<file path="src/rtl/player_state_ctrl_if.sv">
// Player controller bus: frame strobe, environment/button inputs and
// the registered velocity / animation outputs.
interface player_state_ctrl_if #(
  parameter int VEL_W  = 8,
  parameter int STUN_W = 8
);
  logic                    tick;
  logic                    grounded;
  logic                    near_ledge;
  logic                    hit;
  logic [STUN_W-1:0]       hit_stun;
  logic signed [VEL_W-1:0] hit_kb_x;
  logic signed [VEL_W-1:0] hit_kb_y;
  logic                    btn_atk;
  logic                    btn_up;
  logic                    btn_down;
  logic                    btn_left;
  logic                    btn_right;
  logic                    btn_shield;
  logic signed [VEL_W-1:0] x_velocity;
  logic signed [VEL_W-1:0] y_velocity;
  logic [3:0]              current_animation;
  logic                    facing;

  modport master (
    output tick, grounded, near_ledge, hit, hit_stun, hit_kb_x, hit_kb_y,
           btn_atk, btn_up, btn_down, btn_left, btn_right, btn_shield,
    input  x_velocity, y_velocity, current_animation, facing
  );

  modport slave (
    input  tick, grounded, near_ledge, hit, hit_stun, hit_kb_x, hit_kb_y,
           btn_atk, btn_up, btn_down, btn_left, btn_right, btn_shield,
    output x_velocity, y_velocity, current_animation, facing
  );
endinterface

</file>
<file path="src/rtl/player_state_ctrl.sv">
// Per-player frame-stepped state controller. Chooses the player state on
// each frame tick, integrates velocity (gravity, jump, knockback) and
// produces a registered animation ID.
module player_state_ctrl #(
  parameter int VEL_W       = 8,
  parameter int STUN_W      = 8,
  parameter int WALK_SPD    = 3,
  parameter int JUMP_SPD    = 12,
  parameter int GRAVITY     = 1,
  parameter int MAX_FALL    = 10,
  parameter int ATK_TICKS   = 20,
  parameter int DODGE_TICKS = 15,
  parameter int DODGE_SPD   = 6
) (
  input logic clk,
  input logic rst,
  player_state_ctrl_if.slave bus
);

  typedef enum logic [2:0] {
    S_MOVE, S_ATTACK, S_DODGE, S_SHIELD, S_LEDGE, S_HIT
  } state_t;

  localparam logic [3:0] A_IDLE   = 4'd0;
  localparam logic [3:0] A_WALK   = 4'd1;
  localparam logic [3:0] A_AIR    = 4'd2;
  localparam logic [3:0] A_ATTACK = 4'd3;
  localparam logic [3:0] A_DODGE  = 4'd4;
  localparam logic [3:0] A_SHIELD = 4'd5;
  localparam logic [3:0] A_LEDGE  = 4'd6;
  localparam logic [3:0] A_HIT    = 4'd7;

  localparam logic signed [VEL_W-1:0] JUMP_V  = VEL_W'(JUMP_SPD);
  localparam logic signed [VEL_W-1:0] WALK_V  = VEL_W'(WALK_SPD);
  localparam logic signed [VEL_W-1:0] DODGE_V = VEL_W'(DODGE_SPD);
  localparam int VEL_MIN = -(2 ** (VEL_W - 1));
  localparam int VEL_MAX = (2 ** (VEL_W - 1)) - 1;

  state_t                  state, state_n;
  logic [STUN_W-1:0]       timer, timer_n;
  logic signed [VEL_W-1:0] x_vel, x_vel_n, y_vel, y_vel_n;
  logic                    facing, facing_n;
  logic                    ledge_ok, ledge_ok_n;
  logic [3:0]              anim, anim_n;

  logic                    pend_valid;
  logic [STUN_W-1:0]       pend_stun;
  logic signed [VEL_W-1:0] pend_kb_x, pend_kb_y;

  logic prev_atk, prev_up, prev_lr;

  logic                    use_hit;
  logic [STUN_W-1:0]       eff_stun;
  logic signed [VEL_W-1:0] eff_kb_x, eff_kb_y;
  logic                    atk_rise, up_rise, lr_rise;

  // Gravity step, floored at -MAX_FALL and saturated to the velocity range
  function automatic logic signed [VEL_W-1:0] fall(input logic signed [VEL_W-1:0] v);
    int w;
    w = int'(v) - GRAVITY;
    if (w < -MAX_FALL) w = -MAX_FALL;
    if (w < VEL_MIN) w = VEL_MIN;
    if (w > VEL_MAX) w = VEL_MAX;
    return VEL_W'(w);
  endfunction

  // Next-state, velocity and animation selection for the coming tick
  always_comb begin
    state_n    = state;
    timer_n    = timer;
    x_vel_n    = x_vel;
    y_vel_n    = y_vel;
    facing_n   = facing;
    ledge_ok_n = ledge_ok;
    anim_n     = anim;

    // A hit arriving on the tick cycle itself takes precedence over a pending one
    use_hit  = bus.hit | pend_valid;
    eff_stun = bus.hit ? bus.hit_stun : pend_stun;
    eff_kb_x = bus.hit ? bus.hit_kb_x : pend_kb_x;
    eff_kb_y = bus.hit ? bus.hit_kb_y : pend_kb_y;

    atk_rise = bus.btn_atk & ~prev_atk;
    up_rise  = bus.btn_up & ~prev_up;
    lr_rise  = (bus.btn_left ^ bus.btn_right) & ~prev_lr;

    if (use_hit && state != S_DODGE && !(state == S_SHIELD && bus.grounded)) begin
      state_n = S_HIT;
      timer_n = (eff_stun == '0) ? STUN_W'(1) : eff_stun;
      x_vel_n = eff_kb_x;
      y_vel_n = eff_kb_y;
    end else if (state == S_HIT) begin
      if (timer <= STUN_W'(1)) begin
        state_n = S_MOVE;
        timer_n = '0;
      end else begin
        timer_n = timer - STUN_W'(1);
      end
    end else if (state == S_LEDGE) begin
      timer_n = '0;
      if (up_rise) begin
        state_n = S_MOVE;
        y_vel_n = JUMP_V;
      end else if (bus.btn_down) begin
        state_n = S_MOVE;
      end else begin
        x_vel_n = '0;
        y_vel_n = '0;
      end
    end else if (!bus.grounded && bus.near_ledge && ledge_ok &&
                 (y_vel[VEL_W-1] || y_vel == '0)) begin
      state_n    = S_LEDGE;
      timer_n    = '0;
      x_vel_n    = '0;
      y_vel_n    = '0;
      ledge_ok_n = 1'b0;
    end else if ((state == S_ATTACK || state == S_DODGE) && timer != '0) begin
      if (timer == STUN_W'(1)) begin
        state_n = S_MOVE;
        timer_n = '0;
      end else begin
        timer_n = timer - STUN_W'(1);
      end
    end else if (atk_rise && (state == S_MOVE || state == S_SHIELD)) begin
      state_n = S_ATTACK;
      timer_n = STUN_W'(ATK_TICKS);
      if (bus.grounded) x_vel_n = '0;
    end else if (bus.grounded && bus.btn_shield && lr_rise) begin
      state_n = S_DODGE;
      timer_n = STUN_W'(DODGE_TICKS);
      x_vel_n = bus.btn_right ? DODGE_V : -DODGE_V;
    end else if (bus.grounded && bus.btn_shield) begin
      state_n = S_SHIELD;
      timer_n = '0;
      x_vel_n = '0;
      y_vel_n = '0;
    end else begin
      state_n = S_MOVE;
      timer_n = '0;
      if (bus.btn_right && !bus.btn_left) begin
        x_vel_n  = WALK_V;
        facing_n = 1'b1;
      end else if (bus.btn_left && !bus.btn_right) begin
        x_vel_n  = -WALK_V;
        facing_n = 1'b0;
      end else begin
        x_vel_n = '0;
      end
      if (bus.grounded && up_rise) y_vel_n = JUMP_V;
    end

    // Gravity is skipped on any tick that starts or ends on the ledge, so a
    // ledge grab reads 0 and a ledge jump launches at full jump speed
    if (!bus.grounded) begin
      if (state_n != S_LEDGE && state != S_LEDGE) y_vel_n = fall(y_vel_n);
    end else begin
      if (y_vel_n[VEL_W-1]) y_vel_n = '0;
      ledge_ok_n = 1'b1;
    end

    case (state_n)
      S_MOVE:   anim_n = !bus.grounded ? A_AIR : (x_vel_n != '0) ? A_WALK : A_IDLE;
      S_ATTACK: anim_n = A_ATTACK;
      S_DODGE:  anim_n = A_DODGE;
      S_SHIELD: anim_n = A_SHIELD;
      S_LEDGE:  anim_n = A_LEDGE;
      S_HIT:    anim_n = A_HIT;
      default:  anim_n = A_IDLE;
    endcase
  end

  // State registers update only on frame ticks; hits between ticks are latched
  always_ff @(posedge clk or posedge rst) begin
    if (rst) begin
      state      <= S_MOVE;
      timer      <= '0;
      x_vel      <= '0;
      y_vel      <= '0;
      facing     <= 1'b1;
      ledge_ok   <= 1'b1;
      anim       <= A_IDLE;
      pend_valid <= 1'b0;
      pend_stun  <= '0;
      pend_kb_x  <= '0;
      pend_kb_y  <= '0;
      prev_atk   <= 1'b0;
      prev_up    <= 1'b0;
      prev_lr    <= 1'b0;
    end else if (bus.tick) begin
      state      <= state_n;
      timer      <= timer_n;
      x_vel      <= x_vel_n;
      y_vel      <= y_vel_n;
      facing     <= facing_n;
      ledge_ok   <= ledge_ok_n;
      anim       <= anim_n;
      pend_valid <= 1'b0;
      prev_atk   <= bus.btn_atk;
      prev_up    <= bus.btn_up;
      prev_lr    <= bus.btn_left ^ bus.btn_right;
    end else if (bus.hit) begin
      pend_valid <= 1'b1;
      pend_stun  <= bus.hit_stun;
      pend_kb_x  <= bus.hit_kb_x;
      pend_kb_y  <= bus.hit_kb_y;
    end
  end

  assign bus.x_velocity        = x_vel;
  assign bus.y_velocity        = y_vel;
  assign bus.current_animation = anim;
  assign bus.facing            = facing;

endmodule

</file>
<file path="src/flat_wrapper.sv">
// flat-port wrapper written by rule: the top's interface ports become plain ports
module player_state_ctrl_flat 
#(
  parameter int VEL_W       = 8,
  parameter int STUN_W      = 8,
  parameter int WALK_SPD    = 3,
  parameter int JUMP_SPD    = 12,
  parameter int GRAVITY     = 1,
  parameter int MAX_FALL    = 10,
  parameter int ATK_TICKS   = 20,
  parameter int DODGE_TICKS = 15,
  parameter int DODGE_SPD   = 6
)
  (clk, rst, bus_tick, bus_grounded, bus_near_ledge, bus_hit, bus_hit_stun, bus_hit_kb_x, bus_hit_kb_y, bus_btn_atk, bus_btn_up, bus_btn_down, bus_btn_left, bus_btn_right, bus_btn_shield, bus_x_velocity, bus_y_velocity, bus_current_animation, bus_facing);
  player_state_ctrl_if #(.VEL_W(VEL_W), .STUN_W(STUN_W)) bus_i ();
  input logic clk;
  input logic rst;
  input wire logic [$bits(bus_i.tick)-1:0] bus_tick;
  input wire logic [$bits(bus_i.grounded)-1:0] bus_grounded;
  input wire logic [$bits(bus_i.near_ledge)-1:0] bus_near_ledge;
  input wire logic [$bits(bus_i.hit)-1:0] bus_hit;
  input wire logic [$bits(bus_i.hit_stun)-1:0] bus_hit_stun;
  input wire logic [$bits(bus_i.hit_kb_x)-1:0] bus_hit_kb_x;
  input wire logic [$bits(bus_i.hit_kb_y)-1:0] bus_hit_kb_y;
  input wire logic [$bits(bus_i.btn_atk)-1:0] bus_btn_atk;
  input wire logic [$bits(bus_i.btn_up)-1:0] bus_btn_up;
  input wire logic [$bits(bus_i.btn_down)-1:0] bus_btn_down;
  input wire logic [$bits(bus_i.btn_left)-1:0] bus_btn_left;
  input wire logic [$bits(bus_i.btn_right)-1:0] bus_btn_right;
  input wire logic [$bits(bus_i.btn_shield)-1:0] bus_btn_shield;
  output wire logic [$bits(bus_i.x_velocity)-1:0] bus_x_velocity;
  output wire logic [$bits(bus_i.y_velocity)-1:0] bus_y_velocity;
  output wire logic [$bits(bus_i.current_animation)-1:0] bus_current_animation;
  output wire logic [$bits(bus_i.facing)-1:0] bus_facing;
  assign bus_i.tick = bus_tick;
  assign bus_i.grounded = bus_grounded;
  assign bus_i.near_ledge = bus_near_ledge;
  assign bus_i.hit = bus_hit;
  assign bus_i.hit_stun = bus_hit_stun;
  assign bus_i.hit_kb_x = bus_hit_kb_x;
  assign bus_i.hit_kb_y = bus_hit_kb_y;
  assign bus_i.btn_atk = bus_btn_atk;
  assign bus_i.btn_up = bus_btn_up;
  assign bus_i.btn_down = bus_btn_down;
  assign bus_i.btn_left = bus_btn_left;
  assign bus_i.btn_right = bus_btn_right;
  assign bus_i.btn_shield = bus_btn_shield;
  assign bus_x_velocity = bus_i.x_velocity;
  assign bus_y_velocity = bus_i.y_velocity;
  assign bus_current_animation = bus_i.current_animation;
  assign bus_facing = bus_i.facing;
  player_state_ctrl #(.VEL_W(VEL_W), .STUN_W(STUN_W), .WALK_SPD(WALK_SPD), .JUMP_SPD(JUMP_SPD), .GRAVITY(GRAVITY), .MAX_FALL(MAX_FALL), .ATK_TICKS(ATK_TICKS), .DODGE_TICKS(DODGE_TICKS), .DODGE_SPD(DODGE_SPD)) u_core (.clk(clk), .rst(rst), .bus(bus_i));
endmodule
</file>
<file path="config.mk">
export PLATFORM = sky130hd
export DESIGN_NAME = player_state_ctrl_flat
export DESIGN_NICKNAME = d
export VERILOG_FILES = /design/src/rtl/player_state_ctrl_if.sv /design/src/rtl/player_state_ctrl.sv /design/src/flat_wrapper.sv
export SDC_FILE = /design/constraint.sdc
export NUM_CORES = 1
export LEC_CHECK = 0
export BUFFER_PORTS_ARGS = -buffer_cell sky130_fd_sc_hd__buf_2
export CAP_MARGIN = 20
export CORE_ASPECT_RATIO = 1.1
export CORE_MARGIN = 2
export CORE_UTILIZATION = 40
export DETAILED_ROUTE_END_ITERATION = 8
export PLACE_DENSITY = 0.6
export SLEW_MARGIN = 20
export SYNTH_ARGS = -nofsm -noshare
export SYNTH_HDL_FRONTEND = slang
export SYNTH_SLANG_ARGS = --single-unit
export TNS_END_PERCENT = 5
</file>
<file path="constraint.sdc">
create_clock -name clk -period 3.7 [get_ports clk]
set_input_delay 0.74 -clock clk [delete_from_list [all_inputs] [get_ports clk]]
set_output_delay 0.74 -clock clk [all_outputs]
set_load 0.02 [all_outputs]
</file>
==> results of run 1 <==
worst register-to-register path, delay by kind of cell (launching register included):
kind,cells,cell delay [ps]
AOI/OAI and AO/OA,6,1430
and+or+nand+nor,4,1000
DFF,1,460
adders and majority gates,1,320
logic make-up after synthesis:
kind of cell | count (synthesis)
compound gates | 157
xor+xnor | 6
fa+ha+maj | 6
buf+inv | 36
flops | 60
mux | 55
other cells | 1
simple gates | 149
where the power goes:
| group | leakage (nW) | internal [mW] | switching [mW] | total, mW |
|---|---|---|---|---|
| Combinational | 1.35 | 0.382 | 0.552 | 0.934 |
| Sequential | 0.700 | 0.770 | 0.112 | 0.882 |
| Clock | 0.155 | 0.587 | 0.326 | 0.912 |
registers in the layout, indices dropped and copies added (netlist names), 3 cells and up:
register	flops
u_core.pend_kb_x	8
u_core.timer	8
u_core.bus.x_velocity	8
u_core.pend_stun	8
u_core.bus.current_animation	3
u_core.pend_kb_y	8
u_core.bus.y_velocity	8
u_core.state	3
synth_stat cells (5+ instances only):
cell	n
nand2_1	45
nand3_1	11
nor2_1	43
o21a_1	9
dfrtp_1	58
mux2i_1	20
a22o_1	7
inv_1	14
o22ai_1	5
mux2_2	35
a21oi_1	30
and3_1	5
o211ai_1	7
nor3_1	11
clkbuf_1	11
o21ai_0	35
buf_1	6
ha_1	6
xnor2_1	5
layout make-up:
type | count | area share, %
Timing Repair Buffer | 81 | 9.22
Tap cell | 143 | 3.51
Clock inverter | 7 | 1.79
Inverter | 14 | 1.03
Multi-Input combinational cell | 374 | 50.6
Sequential cell | 60 | 29.5
Clock buffer | 9 | 4.41
per-layer routing:
layer	up-vias	GRT usage (%)	wire length (µm)
met4	0	9.78	280
li1	1924	-	-
met5	-	0	0
met2	129	39.5	6500
met3	17	3.70	686
met1	1981	30.4	5510
worst min-delay path by stage:
| stage | from | end | slack (ps) |
|---|---|---|---|
| floorplan | u_core.prev_lr | u_core.prev_lr | 480 |
| global placement | u_core.bus.current_animation[1] | u_core.bus.current_animation[1] | 470 |
| detailed placement | u_core.bus.current_animation[1] | u_core.bus.current_animation[1] | 490 |
| CTS | u_core.bus.current_animation[1] | u_core.bus.current_animation[1] | 500 |
| global route | u_core.pend_kb_x[3] | u_core.pend_kb_x[3] | 510 |
| finish | u_core.bus.current_animation[1] | u_core.bus.current_animation[1] | 490 |
through the flow:
step           power [mW]  setup slack (ps)  instances  hold WS [ps]  util [%]
3_5_place_dp         1.82              12.3        672           488      46.2
4_1_cts              2.73               252        688           501      49.3
6_report             2.73               383        688           494      49.3
2_1_floorplan        1.49               268        470           476         -
5_1_grt              2.88              48.9        688           514      49.3
3_3_place_gp         1.81              95.1        672           472      46.2
what timing repair did:
| action | in CTS | in global routing |
|---|---|---|
| endpoints found under the hold margin | 0 | 0 |
| endpoints found under the setup margin | 0 | 7 |
| gates resized for setup | 0 | 2 |
==> results.toml, run 1 <==
[sta]
tightest_slew_ps = 775
skew_ps = 6.15
hold_viol = 0
period_needed_ps = 3320
final_max_slew_viol_count = 0
finalSetupViolCount = 0
period_share_pct = 89.7
setup_tns_ps = 0
rsz0062_at_grt = "false"
max_freq_mhz = 301
slew_headroom_pct = 48.3

[yosys]
synth_top_flop_cell = "dfrtp_1"
synth-edff-count = 0
synth_top_area_share_pct = 34.4
ys_ff_latch = 60
synthXorXnorAreaFrac_pct = 1.25
yosys_warnings = 0
synth-seq-area-share_pct = 35.6
syn_area_per_cell_um2 = 8.98
syn_nets = 512
synth_top_area_cell = "dfrtp_1"
synth_mux_area_share_pct = 14.1
synth_compound_area_share_pct = 26.3
synthAdderAreaFrac_pct = 1.78
ys_async_sr_fraction_pct = 100
netlist_area_um2 = 4220
synth_top_family_by_area = "compound AO/OA/AOI/OAI gates"
synth_cell_type_count = 74
ys_top_cells_by_area = "dfrtp_1 34%, mux2_2 9.3%, mux2i_1 4.7%, o21ai_0 4.2%, nand2_1 4.0%"
synthSimpleGateAreaFrac_pct = 17.5
syn_inst = 470

[critical_path]
endpoint = "u_core.bus.y_velocity[6]"
cp.depth = 11
cp-end-kind = "register"
cp_cell_sequence = "nor4_2 > a21oi_1 > o221ai_2 > o21ai_1 > a21oi_1 > ha_1 > nand3_2 > and3_1 > o31ai_2 > nand2_1 > o221ai_1"
crit_start = "u_core.bus.y_velocity[1]"
r2r_start = "u_core.bus.y_velocity[1]"
critPathKind = "reg2reg"
critical_path_required_ps = 3950
r2r_slack_ps = 380
crit_arrival_ps = 3570
crit_path_start_kind = "register"
cpPeakStageDelay_ps = 460
path_buf_inv = 0
crit_slowest_cell = "dfrtp_1"
cp_max_fo = 7
crit_family = "compound AO/OA/AOI/OAI gates"
reg2reg_to = "u_core.bus.y_velocity[6]"
critPathMostFrequentCell = "a21oi_1"
reg2regPathDepth = 11

[global_route]
grt_pass1_wl_um = 20900
grt_pass1_vias = 4044
grt_max_degree = 61
grt_overflow = 0
grt.total_usage_pct = 23.7
antenna_found_initial = 0

[die]
fp.dieH_um = 112
die_x_um = 102
start_util_pct = 40.8
core_um2 = 10300
row_count = 39
die_area_um2 = 11400
io_pins = 57

[power]
power.density_cell_area_nw_per_um2 = 535
power_leakage_nw = 2.20
irDropWorstVdd_uv = 269

[clock_tree]
hold_buffers = 0
cts_sinks = 60
clock_path_buffers = 2
clk_latency_ps = 340
cts_setup_buffers = 0
htreeDepth = 3
clock-root-buffer = "clkbuf_16"
cts_tree = "built"
clkTransAtPathRegs_ps = 60
cts_buffers = 9

[hold_path]
whs_path_depth = 1
hold_class = "reg2reg"

[finish]
register_area_um2 = 1500
fin_area_um2 = 5100
final_cell_mix = "58 x dfrtp_1, 55 x buf_2, 45 x nand2_1, 43 x nor2_1, 35 x mux2_2"
final_common_cell = "dfrtp_1"
n_antenna_cell = 0
nFillCells = 1022
final_nets = 582
area_growth_pct = 20.9
multi_input_area_um2 = 2580
drive_above_1_share_pct = 27.5

[detailed_routing]
drtIter0Drc = 178
ant_nets = 0
routed_via_density = 5.89
drt-total-wl_um = 13000
vias = 4051
drtPass1Iterations = 5
drc = 0
wire_per_inst_um = 18.9

[placement]
dpl_cell_area_um2 = 4780
dp_hpwl_um = 9540
gp_congestion = 0.908
port_buffers = 55

[outcome]
status = "complete, no violations"

[job]
drv_cap = 0
No activity file was read; power rests on OpenSTA's default activity.
==> run 2, diff against run 1 <==
--- a/config.mk
+++ b/config.mk
@@ -7,12 +7,13 @@
 export LEC_CHECK = 0
 export BUFFER_PORTS_ARGS = -buffer_cell sky130_fd_sc_hd__buf_2
 export CAP_MARGIN = 20
+export CELL_PAD_IN_SITES_DETAIL_PLACEMENT = 0
+export CELL_PAD_IN_SITES_GLOBAL_PLACEMENT = 1
 export CORE_ASPECT_RATIO = 1.1
 export CORE_MARGIN = 2
 export CORE_UTILIZATION = 40
 export DETAILED_ROUTE_END_ITERATION = 8
-export PLACE_DENSITY = 0.6
-export SLEW_MARGIN = 20
+export PLACE_DENSITY = 0.75
 export SYNTH_ARGS = -nofsm -noshare
 export SYNTH_HDL_FRONTEND = slang
 export SYNTH_SLANG_ARGS = --single-unit
==> run 2 against run 1 <==
  * Clock-buffer cell count is 1 higher
  * Critical path depth did not move
  * Flip-flop and latch count is the same
  * Global-route usage shrank 0.10 points
  * Design area grew 0.27%
  * Fmax shrank 1.8%
  * Cell count is 0.29% higher
  * Worst setup slack worse by 60 ps
  * Core utilization increased by 0.13 points
  * Die area did not move
  * Critical path type unchanged
  * Sequential power rose by 0.5%
  * Highest routed layer unchanged
  * Via count down 0.57%
==> results.toml, run 2 (synthesis gave the netlist of run 1 again) <==
[outcome]
status = "complete, no violations"

[sta]
tightest_slew_ps = 612
fin_ws_ps = 323
finalSetupViolCount = 0
period_share_pct = 91.3
hold_slack_ps = 381
period_needed_ps = 3380
final_max_slew_viol_count = 0
max_freq_mhz = 296
rsz0062_at_grt = "false"
hold_viol = 0
skew_ps = 8.97
setup_tns_ps = 0
slew_headroom_pct = 59.2

[die]
start_util_pct = 40.8
die_area_um2 = 11400
fp.dieH_um = 112
die_x_um = 102
io_pins = 57
core_um2 = 10300
row_count = 39

[detailed_routing]
vias = 4028
drtIter0Drc = 200
routed_via_density = 5.84
wire_per_inst_um = 18.7
drtPass1Iterations = 4
met2_length_um = 6520
wl_met3_um = 568
drc = 0
ant_nets = 0
met1Wirelength_um = 5390
top_layer_used = "met4"
drt-total-wl_um = 12900

[critical_path]
crit_path_start_kind = "register"
r2r_slack_ps = 320
critPathKind = "reg2reg"
r2r_start = "u_core.bus.y_velocity[6]"
crit_arrival_ps = 3610
critical_path_required_ps = 3940
cp_max_fo = 7
reg2regPathDepth = 11
reg2reg_to = "u_core.bus.y_velocity[6]"
cp-end-kind = "register"

[placement]
gp_congestion = 0.888
dpl_cell_area_um2 = 4790
port_buffers = 55
preCtsSetupSlack_ps = 46.2
dp_hpwl_um = 9900

[global_route]
grt_pass1_wl_um = 20800
grt.total_usage_pct = 23.6
grt_overflow = 0
antenna_found_initial = 0
grt_max_degree = 30
grt_pass1_vias = 4102

[power]
power_mw = 2.71
irDropWorstVdd_uv = 287
power.density_cell_area_nw_per_um2 = 530
power_leakage_nw = 2.20

[clock_tree]
cts_sinks = 60
clock-root-buffer = "clkbuf_16"
clkTransAtPathRegs_ps = 60
htreeDepth = 3
cts_tree = "built"
clk_latency_ps = 330
clock_path_buffers = 2
cts_buffers = 9

[finish]
n_antenna_cell = 0
nFillCells = 1056
final_nets = 584
fin_area_um2 = 5120
area_growth_pct = 21.3
final_common_cell = "dfrtp_1"
drive_above_1_share_pct = 27.4
final_cell_mix = "58 x dfrtp_1, 55 x buf_2, 45 x nand2_1, 43 x nor2_1"

[job]
drv_cap = 0

[hold_path]
hold_class = "in2async"
[run 2: changes by cell type in the layout (fill, tap and decap cells not counted)]
cell        previous run  this run
o21ai_0               34        35
clkinvlp_4             1         2
nor2b_1                3         4
nor2b_2                1         0
clkbuf_1               0         1
clkinv_2               3         1
o21ai_1                4         3
buf_4                 26        28
[run 2: worst max path at each step]
stage / endpoint / cells after the start / startpoint / slack (ps)
finish: u_core.bus.y_velocity[6] / 11 / u_core.bus.y_velocity[6] / 320
global route: u_core.bus.y_velocity[6] / 11 / u_core.bus.y_velocity[0] / 20
CTS: u_core.bus.y_velocity[6] / 11 / u_core.bus.y_velocity[0] / 290
detailed placement: u_core.bus.y_velocity[3] / 15 / bus_btn_right / 50
global placement: u_core.bus.y_velocity[2] / 15 / bus_btn_right / 120
floorplan: u_core.bus.y_velocity[2] / 14 / bus_btn_right / 270
[run 2: layer usage]
layer | up-vias | global-route usage (%)
met5 | - | 0
met4 | 0 | 10.8
met3 | 21 | 5.08
met2 | 109 | 39.4
met1 | 1968 | 28.8
li1 | 1930 | -
[run 2: final cells by class]
| type | instances | area [µm²] | area share [%] |
|---|---|---|---|
| clock buffers | 10 | 229 | 4.47 |
| clock inverters | 6 | 88.8 | 1.74 |
| inverters | 14 | 52.6 | 1.03 |
| multi-input cells | 374 | 2580 | 50.4 |
| flip-flops and latches | 60 | 1500 | 29.4 |
| well taps | 143 | 179 | 3.50 |
| repair buffers | 83 | 485 | 9.49 |
[run 2: power breakdown]
group	internal, mW	switching [mW]
logic	0.382	0.540
clock network	0.589	0.314
registers	0.770	0.116
[run 2: what timing repair did]
| item | CTS | global route |
|---|---|---|
| gates resized for setup | 0 | 1 |
| hold buffers | 0 | 0 |
| endpoints found under the setup margin | 0 | 5 |
| buffers inserted | 0 | 0 |
[run 2: worst max-delay path, stage by stage (launching register included)]
cell and delay [ps]:
dfrtp_1 420, nor3_1 400, a21oi_1 220, o221ai_2 360, o21ai_0 210, a21oi_1 260, ha_1 310, nand3_2 170
and3_1 240, o31ai_2 370, nand2_1 140, o221ai_1 190
[run 2: stage by stage]
stage               cells  utilization (%)
floorplan             470                -
global placement      674             46.3
detailed placement    674             46.3
CTS                   690             49.4
global route          690             49.5
finish                690             49.5
